File: config.mk
export PLATFORM = sky130hd
export DESIGN_NAME = shift_seq_ctrl
export DESIGN_NICKNAME = d
export VERILOG_FILES = /design/src/rtl/shift_seq_ctrl.sv
export SDC_FILE = /design/constraint.sdc
export NUM_CORES = 1
export LEC_CHECK = 0
export ABC_AREA = 1
export CORE_MARGIN = 4
export CORE_UTILIZATION = 38
export CTS_BUF_LIST = sky130_fd_sc_hd__clkbuf_16
export DETAILED_ROUTE_END_ITERATION = 6
export GPL_TIMING_DRIVEN = 0
export PLACE_DENSITY = 0.8
export SLEW_MARGIN = 40
export SYNTH_ARGS = -nofsm -noshare
export SYNTH_HDL_FRONTEND = slang
export SYNTH_SLANG_ARGS = --single-unit
File: constraint.sdc
create_clock -name CLK -period 1.25 [get_ports CLK]
set_input_delay 0.1875 -clock CLK [delete_from_list [all_inputs] [get_ports CLK]]
set_output_delay 0.1875 -clock CLK [all_outputs]
set_load 0.05 [all_outputs]
File: src/rtl/shift_seq_ctrl.sv
// Multi-bit shift sequencer driving a 1-bit-per-cycle shifter for AMT cycles.
// Optional rotate support is enabled by defining SHIFT_SEQ_ROTATE_EN.
module shift_seq_ctrl #(
    parameter int WIDTH = 32,
    parameter int AMT_W = 5
) (
    input  logic             CLK,
    input  logic             RST_N,
    input  logic             START,
    input  logic             DIR,
    input  logic [AMT_W-1:0] AMT,
    input  logic             ROT,
    input  logic [WIDTH-1:0] DATA_IN,
    input  logic [WIDTH-1:0] SH_OUT,
    output logic [WIDTH-1:0] SH_IN,
    output logic             L_SHIFT,
    output logic             R_SHIFT,
    output logic             NO_SHIFT,
    output logic             LEFT_NOT,
    output logic             RIGHT_NOT,
    output logic             OLD_NOT,
    output logic             BUSY,
    output logic             DONE,
    output logic [WIDTH-1:0] RESULT
);

    typedef enum logic [1:0] {IDLE, SHIFT, DONE_ST} state_t;

    state_t           state, state_n;
    logic [WIDTH-1:0] sh_n;
    logic [AMT_W-1:0] count, count_n;
    logic             dir_q, dir_n;
    logic             armed;
    logic             l_n, r_n, no_n, busy_n, done_n;
`ifdef SHIFT_SEQ_ROTATE_EN
    logic             rot_q, rot_n;
`else
    logic             unused_rot;
    assign unused_rot = ROT;
`endif

    // armed blocks a START coinciding with the first edge after reset release
    always_ff @(posedge CLK or negedge RST_N) begin
        if (!RST_N) begin
            state    <= IDLE;
            SH_IN    <= '0;
            count    <= '0;
            dir_q    <= 1'b0;
            armed    <= 1'b0;
            L_SHIFT  <= 1'b0;
            R_SHIFT  <= 1'b0;
            NO_SHIFT <= 1'b1;
            BUSY     <= 1'b0;
            DONE     <= 1'b0;
`ifdef SHIFT_SEQ_ROTATE_EN
            rot_q    <= 1'b0;
`endif
        end else begin
            state    <= state_n;
            SH_IN    <= sh_n;
            count    <= count_n;
            dir_q    <= dir_n;
            armed    <= 1'b1;
            L_SHIFT  <= l_n;
            R_SHIFT  <= r_n;
            NO_SHIFT <= no_n;
            BUSY     <= busy_n;
            DONE     <= done_n;
`ifdef SHIFT_SEQ_ROTATE_EN
            rot_q    <= rot_n;
`endif
        end
    end

    // Selects/BUSY/DONE are computed for the next state so they leave the flops glitch-free
    always_comb begin
        state_n = state;
        sh_n    = SH_IN;
        count_n = count;
        dir_n   = dir_q;
        l_n     = 1'b0;
        r_n     = 1'b0;
        no_n    = 1'b1;
        busy_n  = 1'b0;
        done_n  = 1'b0;
`ifdef SHIFT_SEQ_ROTATE_EN
        rot_n   = rot_q;
`endif
        case (state)
            IDLE, DONE_ST: begin
                state_n = IDLE;
                if (START && armed) begin
                    sh_n    = DATA_IN;
                    count_n = AMT;
                    dir_n   = DIR;
`ifdef SHIFT_SEQ_ROTATE_EN
                    rot_n   = ROT;
`endif
                    if (AMT != '0) begin
                        state_n = SHIFT;
                        l_n     = DIR;
                        r_n     = ~DIR;
                        no_n    = 1'b0;
                        busy_n  = 1'b1;
                    end else begin
                        state_n = DONE_ST;
                        done_n  = 1'b1;
                    end
                end
            end
            SHIFT: begin
                sh_n = SH_OUT;
`ifdef SHIFT_SEQ_ROTATE_EN
                if (rot_q) begin
                    if (dir_q)
                        sh_n = SH_OUT | {{(WIDTH-1){1'b0}}, SH_IN[WIDTH-1]};
                    else
                        sh_n = SH_OUT | {SH_IN[0], {(WIDTH-1){1'b0}}};
                end
`endif
                count_n = count - 1'b1;
                if (count == AMT_W'(1)) begin
                    state_n = DONE_ST;
                    done_n  = 1'b1;
                end else begin
                    l_n    = dir_q;
                    r_n    = ~dir_q;
                    no_n   = 1'b0;
                    busy_n = 1'b1;
                end
            end
            default: state_n = IDLE;
        endcase
    end

    assign LEFT_NOT  = ~L_SHIFT;
    assign RIGHT_NOT = ~R_SHIFT;
    assign OLD_NOT   = ~NO_SHIFT;
    assign RESULT    = SH_IN;

endmodule

**Word level (Yosys, flattened, before mapping)**

Index checks and enable logic that the tools add are counted.
W data, S select, Z words.

- Add/sub/neg operators: 1
- Eq/ne operators: 5
- Multiplexer cells: 26
- Bitwise gates (word level): 5
- Reductions and logical operators: 7

Operator list:

| operator | number |
|---|---|
| $pmux W32 S2 | 1 |
| $mux W32 | 1 |
| $mux W1 | 13 |
| $pmux W1 S2 | 5 |
| $pmux W5 S2 | 1 |
| $mux W2 | 3 |
| $eq A5 B1 Y1 const B | 1 |
| $mux W5 | 1 |
| $not A1 Y1 | 5 |
| $reduce_bool A5 Y1 | 1 |
| $sub A5 B1 Y5 const B | 1 |
| $ne A2 B2 Y1 const B | 2 |
| $pmux W2 S2 | 1 |
| $reduce_and A2 Y1 | 2 |
| $eq A2 B1 Y1 const B | 1 |
| $eq A2 B2 Y1 const B | 1 |
| $logic_not A2 Y1 | 1 |
| $reduce_bool A2 Y1 | 1 |
| $reduce_or A2 Y1 | 1 |
| $logic_and A1 B1 Y1 | 1 |

- Register bits: 46
- Input port bits: 74
- Output and inout bits: 72

**Logic depth before layout (Yosys ltp)**

Gate-level depths: netlist of run 1.

- Word-level depth: 4
- Gate-level depth with buffers: 9
- Mapped depth without buffers: 8

**Least setup slack after synthesis of run 1**

No wires, ideal clock.

- Path type: register to register
- Start: reg state[0]
- End: reg SH_IN[0], in the netlist RESULT[0]
- Arrival time: 1.019 ns
- Data required time: 1.132 ns
- Slack: 0.113 ns
- Stages on the path, launching flop included: 8
- Path buffers: 1
- Clock period less this slack: 1.137 ns
- Cell sequence: dfrtp_1 > nand2_2 > inv_4 > nor2_8 > inv_4 > buf_2 > nand2_1 > nand2_1

- Longest elaborated chain between the ends: 4
- Elaborated cells between the ends (all ways): 8

RTL lines:

| item | RTL line | text |
|---|---|---|
| start, declared | 29 | `state_t state, state_n;` |
| start signal, assigned | 59 | `state <= state_n;` |
| $eq A2 B2 Y1 / $logic_not A2 Y1 (equally long branches) | 89 | `case (state)` |
| $reduce_or A2 Y1 | 89 |  |
| $ne A2 B2 Y1 (no source line) / $reduce_bool A2 Y1 (equally long branches) | n/a |  |
| $reduce_and A2 Y1 (no source line) | n/a |  |
| end signal, assigned | 60 | `SH_IN <= sh_n;` |
| end, declared | 15 | `output logic [WIDTH-1:0] SH_IN,` |

Several ways; a longest one is shown, not always the timed one.
A chain may end at the register's enable or synchronous reset.

**Worst setup path in the final report of run 1**

- Start: reg state[0]
- End: reg SH_IN[4], in the netlist RESULT[4]

Same word-level chain as after synthesis.

==> results of run 1 <==
[repair_timing]
action	CTS	global route
resized for setup	297	101
hold buffers	1	0
cloned	0	5
setup buffers	3	7
hold endpoints to repair	20	0
pin swaps	3	5
endpoints found under the setup margin	104	70
[worst paths after layout]
| check | from | end | slack (ns) | depth (start not counted) |
|---|---|---|---|---|
| setup / recovery | state[0] | RESULT[4] | -0.01 | 8 |
| hold / removal | RST_N | BUSY | 0.35 | 2 |
| min in group CLK | dir_q | L_SHIFT | 0.50 | 2 |
| max in group asynchronous | RST_N | RESULT[11] | 0.47 | 3 |
| setup reg to reg | state[0] | RESULT[4] | -0.01 | 8 |
| hold reg to reg | dir_q | L_SHIFT | 0.50 | 2 |
[stage by stage]
step | instances | setup TNS (ns) | worst slack (ns)
2_1_floorplan | 354 | 0 | 0.1132
3_3_place_gp | 575 | -81.60 | -1.323
3_5_place_dp | 576 | -22.72 | -0.3942
4_1_cts | 588 | 0 | 0.001313
5_1_grt | 600 | -1.412 | -0.07433
6_report | 600 | -0.03630 | -0.01490
[cells by family (layout without fill, tap and decap cells)]
| group | Yosys count | count (layout) |
|---|---|---|
| and+or+nand+nor | 241 | 242 |
| buffers and inverters | 59 | 227 |
| DFF | 46 | 46 |
| AOI/OAI and AO/OA | 5 | 5 |
| adders and majority gates | 2 | 2 |
| other | 1 | 1 |
[cells in the mapped netlist]
cell type  number  share of area [%]
nand2_1       222                 33
dfrtp_1        45                 44
buf_4          34                 10
inv_1          11                1.6
nand3_1         9                1.8
buf_2           6                1.2
buf_6           4                1.8
nor2_1          3               0.44
o21ai_0         3               0.59
clkbuf_1        2               0.29
ha_1            2               0.98
inv_4           2               0.49
nand3b_1        2               0.59
o22ai_1         2               0.49
conb_1          1               0.15
dfstp_2         1                1.0
nand2_2         1               0.25
nor2_2          1               0.25
nor2_4          1               0.44
nor2_8          1               0.78
nor3_1          1               0.20
[cell type report]
type                            count  area (um^2)
Fill cell                         551         2083
Buffer                             46        392.9
Timing Repair inverter              1        6.256
Inverter                           13        63.81
Sequential cell                    46         1154
Clock buffer                        5        125.1
Clock inverter                      3        12.51
Timing Repair Buffer              159         1403
Tap cell                           77        96.34
Multi-Input combinational cell    250         1086
[layer usage]
| metal | track usage, % | routed length, um | share of wire [%] | vias up |
|---|---|---|---|---|
| li1 | - | - | - | 1369 |
| met1 | 22.95 | 3360 | 41 | 1264 |
| met2 | 34.96 | 4421 | 53 | 97 |
| met3 | 4.174 | 385 | 4.7 | 9 |
| met4 | 3.699 | 99 | 1.2 | 0 |
| met5 | 0 | 0 | 0 | - |
==> flow_metrics.env, run 1 <==
export IMPL_finalSetupViolCount=4
export IMPL_largest_reg_flops=32
export IMPL_vias=2739
export IMPL_io_pins=146
export IMPL_slowest_delay_ns=0.44
export IMPL_synth_top_family_by_area="simple AND/OR/NAND/NOR gates"
export IMPL_grt_overflow_total=0
export IMPL_ys_seq_area_share_pct=45.12
export IMPL_die_area_mm2=0.008096
export IMPL_report_final_slew_viol_count=0
export IMPL_synthSimpleGateAreaFrac_pct=37.33
export IMPL_place_congestion=0.7951
export IMPL_final_core_util_pct=67.56
export IMPL_cp_arrival_ns=1.44
export IMPL_clock_sinks=46
export IMPL_place_area_mm2=0.004109
export IMPL_synthMuxAreaShare_pct=0
export IMPL_synth_xor_area_share_pct=0
export IMPL_finalInstanceArea_mm2=0.004339
export IMPL_path_cells="nand2_4 > inv_8 > buf_8 > buf_8 > nand2_1 > nand2_1 > nand2_4 > nand2_2"
export IMPL_gr_usage_all_layers_pct=19.03
export IMPL_critPathKind="register to register"
export IMPL_ant_nets=0
export IMPL_timing_final_crit_share_pct=101.2
export IMPL_grt_start_max_net_pins=26
export IMPL_nNetsFinal=598
export IMPL_skew_ns=0.005158
export IMPL_cts_buffers=5
export IMPL_syn_avg_cell_area_um2=7.214
export IMPL_drive_above_1_share_pct=32.89
export IMPL_slowest_stage="dfrtp_2"
export IMPL_outcome="complete, but fails checks"
export IMPL_die_h_um=89.98
export IMPL_rsz0062_at_grt="true"
export IMPL_cp_num_buf_inv=3
export IMPL_core_mm2=0.006422
export IMPL_clk_pin_slew_worst_paths_ns=0.06
export IMPL_clk_latency_ns=0.28
export IMPL_areaGrowthSynthToFinish_pct=69.92
export IMPL_critPathMaxFanout=10
export IMPL_grt_pass1_vias=2573
export IMPL_clk_path_buf_depth=2
export IMPL_syn_area_mm2=0.002554
export IMPL_routed_wl_um=8267
export IMPL_critPathCaptureType="register"
export IMPL_hp_class="input port to async pin"
export IMPL_critPathTopFamily="flip-flops"
export IMPL_setup_ws_ns=-0.01490
export IMPL_synth_fp_nets=430
export IMPL_drc=0
export IMPL_synth_warnings=0
export IMPL_max_cap_violations=0
export IMPL_yosys_cell_types_count=21
export IMPL_synthAdderAreaFrac_pct=0.9799
export IMPL_hpwl_um=6035
export IMPL_first_pass_iters=4
export IMPL_cts_max_level=2
export IMPL_mostFrequentLayoutCells="nand2_1 (203), clkdlybuf4s50_1 (71), buf_2 (47)"
export IMPL_dieWidth_um=89.98
export IMPL_period_minus_slack_ns=1.265
export IMPL_mostFrequentLayoutCell="nand2_1"
export IMPL_via_per_inst=4.565
export IMPL_fmax_mhz=790.6
export IMPL_post_drt_wl_per_cell_um=13.78
export IMPL_drtIter0Drc=89
export IMPL_port_buffers=144
export IMPL_antenna_found_initial=0
export IMPL_synth_seq_cells=46
export IMPL_grt_first_pass_wirelength_um=12790
export IMPL_failed_checks="setup timing"
export IMPL_root_buffer="clkbuf_16"
export IMPL_hold_violations=0
export IMPL_antenna_cells=0
export IMPL_required_ns=1.42
export IMPL_synth_cells=354
export IMPL_cts_tree="yes"
export IMPL_start_util_pct=39.76
export IMPL_timing_hold_ws_ns=0.3492
export IMPL_rows=29
export IMPL_synth_compound_area_share_pct=1.078
export IMPL_crit_path_start_kind="register"
Power of run 1 is left out: the tool's default activity adds up to more than one toggle a clock period on the data nets, which glitch-free logic cannot reach.
==> inputs of run 2 (changes only) <==
--- a/config.mk
+++ b/config.mk
@@ -6,11 +6,11 @@
 export NUM_CORES = 1
 export LEC_CHECK = 0
 export ABC_AREA = 1
-export CORE_MARGIN = 4
+export ABC_CLOCK_PERIOD_IN_PS = 1250
+export CORE_MARGIN = 3
 export CORE_UTILIZATION = 38
 export CTS_BUF_LIST = sky130_fd_sc_hd__clkbuf_16
 export DETAILED_ROUTE_END_ITERATION = 6
-export GPL_TIMING_DRIVEN = 0
 export PLACE_DENSITY = 0.8
 export SLEW_MARGIN = 40
 export SYNTH_ARGS = -nofsm -noshare
==> flow_metrics.env, run 2 (synthesis gave the netlist of run 1 again) <==
export IMPL_port_buffers=144
export IMPL_die_h_um=87.98
export IMPL_setup_ws_ns=-0.01331
export IMPL_dieWidth_um=87.98
export IMPL_place_congestion=0.7700
export IMPL_cts_buffers=5
export IMPL_outcome="complete, but fails checks"
export IMPL_failed_checks="setup timing"
export IMPL_critPathTopFamily="flip-flops"
export IMPL_cp_arrival_ns=1.43
export IMPL_required_ns=1.42
export IMPL_period_minus_slack_ns=1.263
export IMPL_cts_tree="yes"
export IMPL_nNetsFinal=554
export IMPL_drive_above_1_share_pct=28.39
export IMPL_skew_ns=0.002563
export IMPL_antenna_cells=0
export IMPL_cts_max_level=2
export IMPL_start_util_pct=39.76
export IMPL_hold_violations=0
export IMPL_grt_first_pass_wirelength_um=12070
export IMPL_ant_nets=0
export IMPL_drtIter0Drc=128
export IMPL_path_cells="nand2_4 > inv_6 > nor2_8 > inv_6 > clkbuf_16 > nand2_2 > nand2_2"
export IMPL_die_area_mm2=0.007740
export IMPL_grt_pass1_vias=2544
export IMPL_first_pass_iters=4
export IMPL_final_cells=556
export IMPL_hp_class="input port to async pin"
export IMPL_clk_pin_slew_worst_paths_ns=0.06
export IMPL_crit_path_start_kind="register"
export IMPL_critPathCaptureType="register"
export IMPL_routed_wl_um=8136
export IMPL_clock_sinks=46
export IMPL_areaGrowthSynthToFinish_pct=94.12
export IMPL_grt_overflow_total=0
export IMPL_finalSetupViolCount=1
export IMPL_report_final_slew_viol_count=0
export IMPL_antenna_found_initial=0
export IMPL_timing_final_crit_share_pct=101.1
export IMPL_mostFrequentLayoutCell="nand2_1"
export IMPL_via_per_inst=4.721
export IMPL_rsz0062_at_grt="true"
export IMPL_critPathKind="register to register"
export IMPL_core_mm2=0.006422
export IMPL_fmax_mhz=791.6
export IMPL_drc=0
export IMPL_hpwl_um=5879
export IMPL_clk_latency_ns=0.28
export IMPL_mostFrequentLayoutCells="nand2_1 (193), buf_12 (78), clkdlybuf4s50_1 (71)"
export IMPL_io_pins=146
export IMPL_max_cap_violations=0
export IMPL_cp_num_buf_inv=3
export IMPL_post_drt_wl_per_cell_um=14.63
export IMPL_largest_reg_flops=32
export IMPL_slowest_stage="dfrtp_2"
export IMPL_root_buffer="clkbuf_16"
export IMPL_placed_cells=542
export IMPL_rows=29
export IMPL_critPathMaxFanout=8
export IMPL_slowest_delay_ns=0.44
export IMPL_vias=2625
export IMPL_clk_path_buf_depth=2
export IMPL_gr_usage_all_layers_pct=19.97
export IMPL_pre_cts_ws_ns=-0.1600
export IMPL_grt_start_max_net_pins=40
[run 2: changes by cell type in the layout (fill, tap and decap cells not counted), sizes merged]
cell,previous run,this run
clkdlybuf4s15,12,0
buf,104,89
clkbuf,19,7
inv,15,14
clkdlybuf4s18,3,0
nor2,7,6
[run 2: path summary, 6_finish.rpt]
kind                               start         end  slack [ns]  cells after the start
worst min-delay path               RST_N  RESULT[17]        0.40                      2
worst max-delay path            state[0]  RESULT[18]       -0.01                      7
worst max register to register  state[0]  RESULT[18]       -0.01                      7
min in group CLK                   dir_q     L_SHIFT        0.53                      2
max in group asynchronous          RST_N    NO_SHIFT        0.34                      3
worst min register to register     dir_q     L_SHIFT        0.53                      2
[run 2: timing repair]
action | in CTS | in global routing
endpoints found under the setup margin | 9 | 36
pin swaps | 1 | 3
gates cloned | 0 | 2
hold buffers | 1 | 0
setup buffers | 0 | 3
endpoints found under the hold margin | 10 | 0
gates resized for setup | 1 | 37
[run 2: through the flow]
step	hold WS (ns)	TNS, ns	utilization, %	cell area [um^2]
floorplan	-0.1081	0	-	2554
finish	0.3960	-0.01331	77.19	4957
detailed placement	0.1048	-5.105	72.28	4642
global placement	0.1104	-5.037	72.28	4642
CTS	0.3835	0	74.58	4790
global route	0.4060	-1.029	77.19	4957
[run 2: area by class of cell]
class                           count  area, um^2
Multi-Input combinational cell    249        1095
Clock inverter                      3       12.51
Sequential cell                    46        1154
Timing Repair Buffer              163        2416
Clock buffer                        5       125.1
Tap cell                           77       96.34
Inverter                           13       58.81
Fill cell                         424        1465
[run 2: layer usage]
layer / vias to the layer above / share of wire (%) / wire [um] / track usage (%)
li1: 1283 / - / - / -
met1: 1226 / 38 / 3071 / 22.08
met2: 103 / 55 / 4440 / 38.08
met3: 13 / 5.8 / 469 / 4.327
met4: 0 / 1.9 / 155 / 5.579
met5: - / 0 / 0 / 0
Power of run 2 is left out for the same reason.
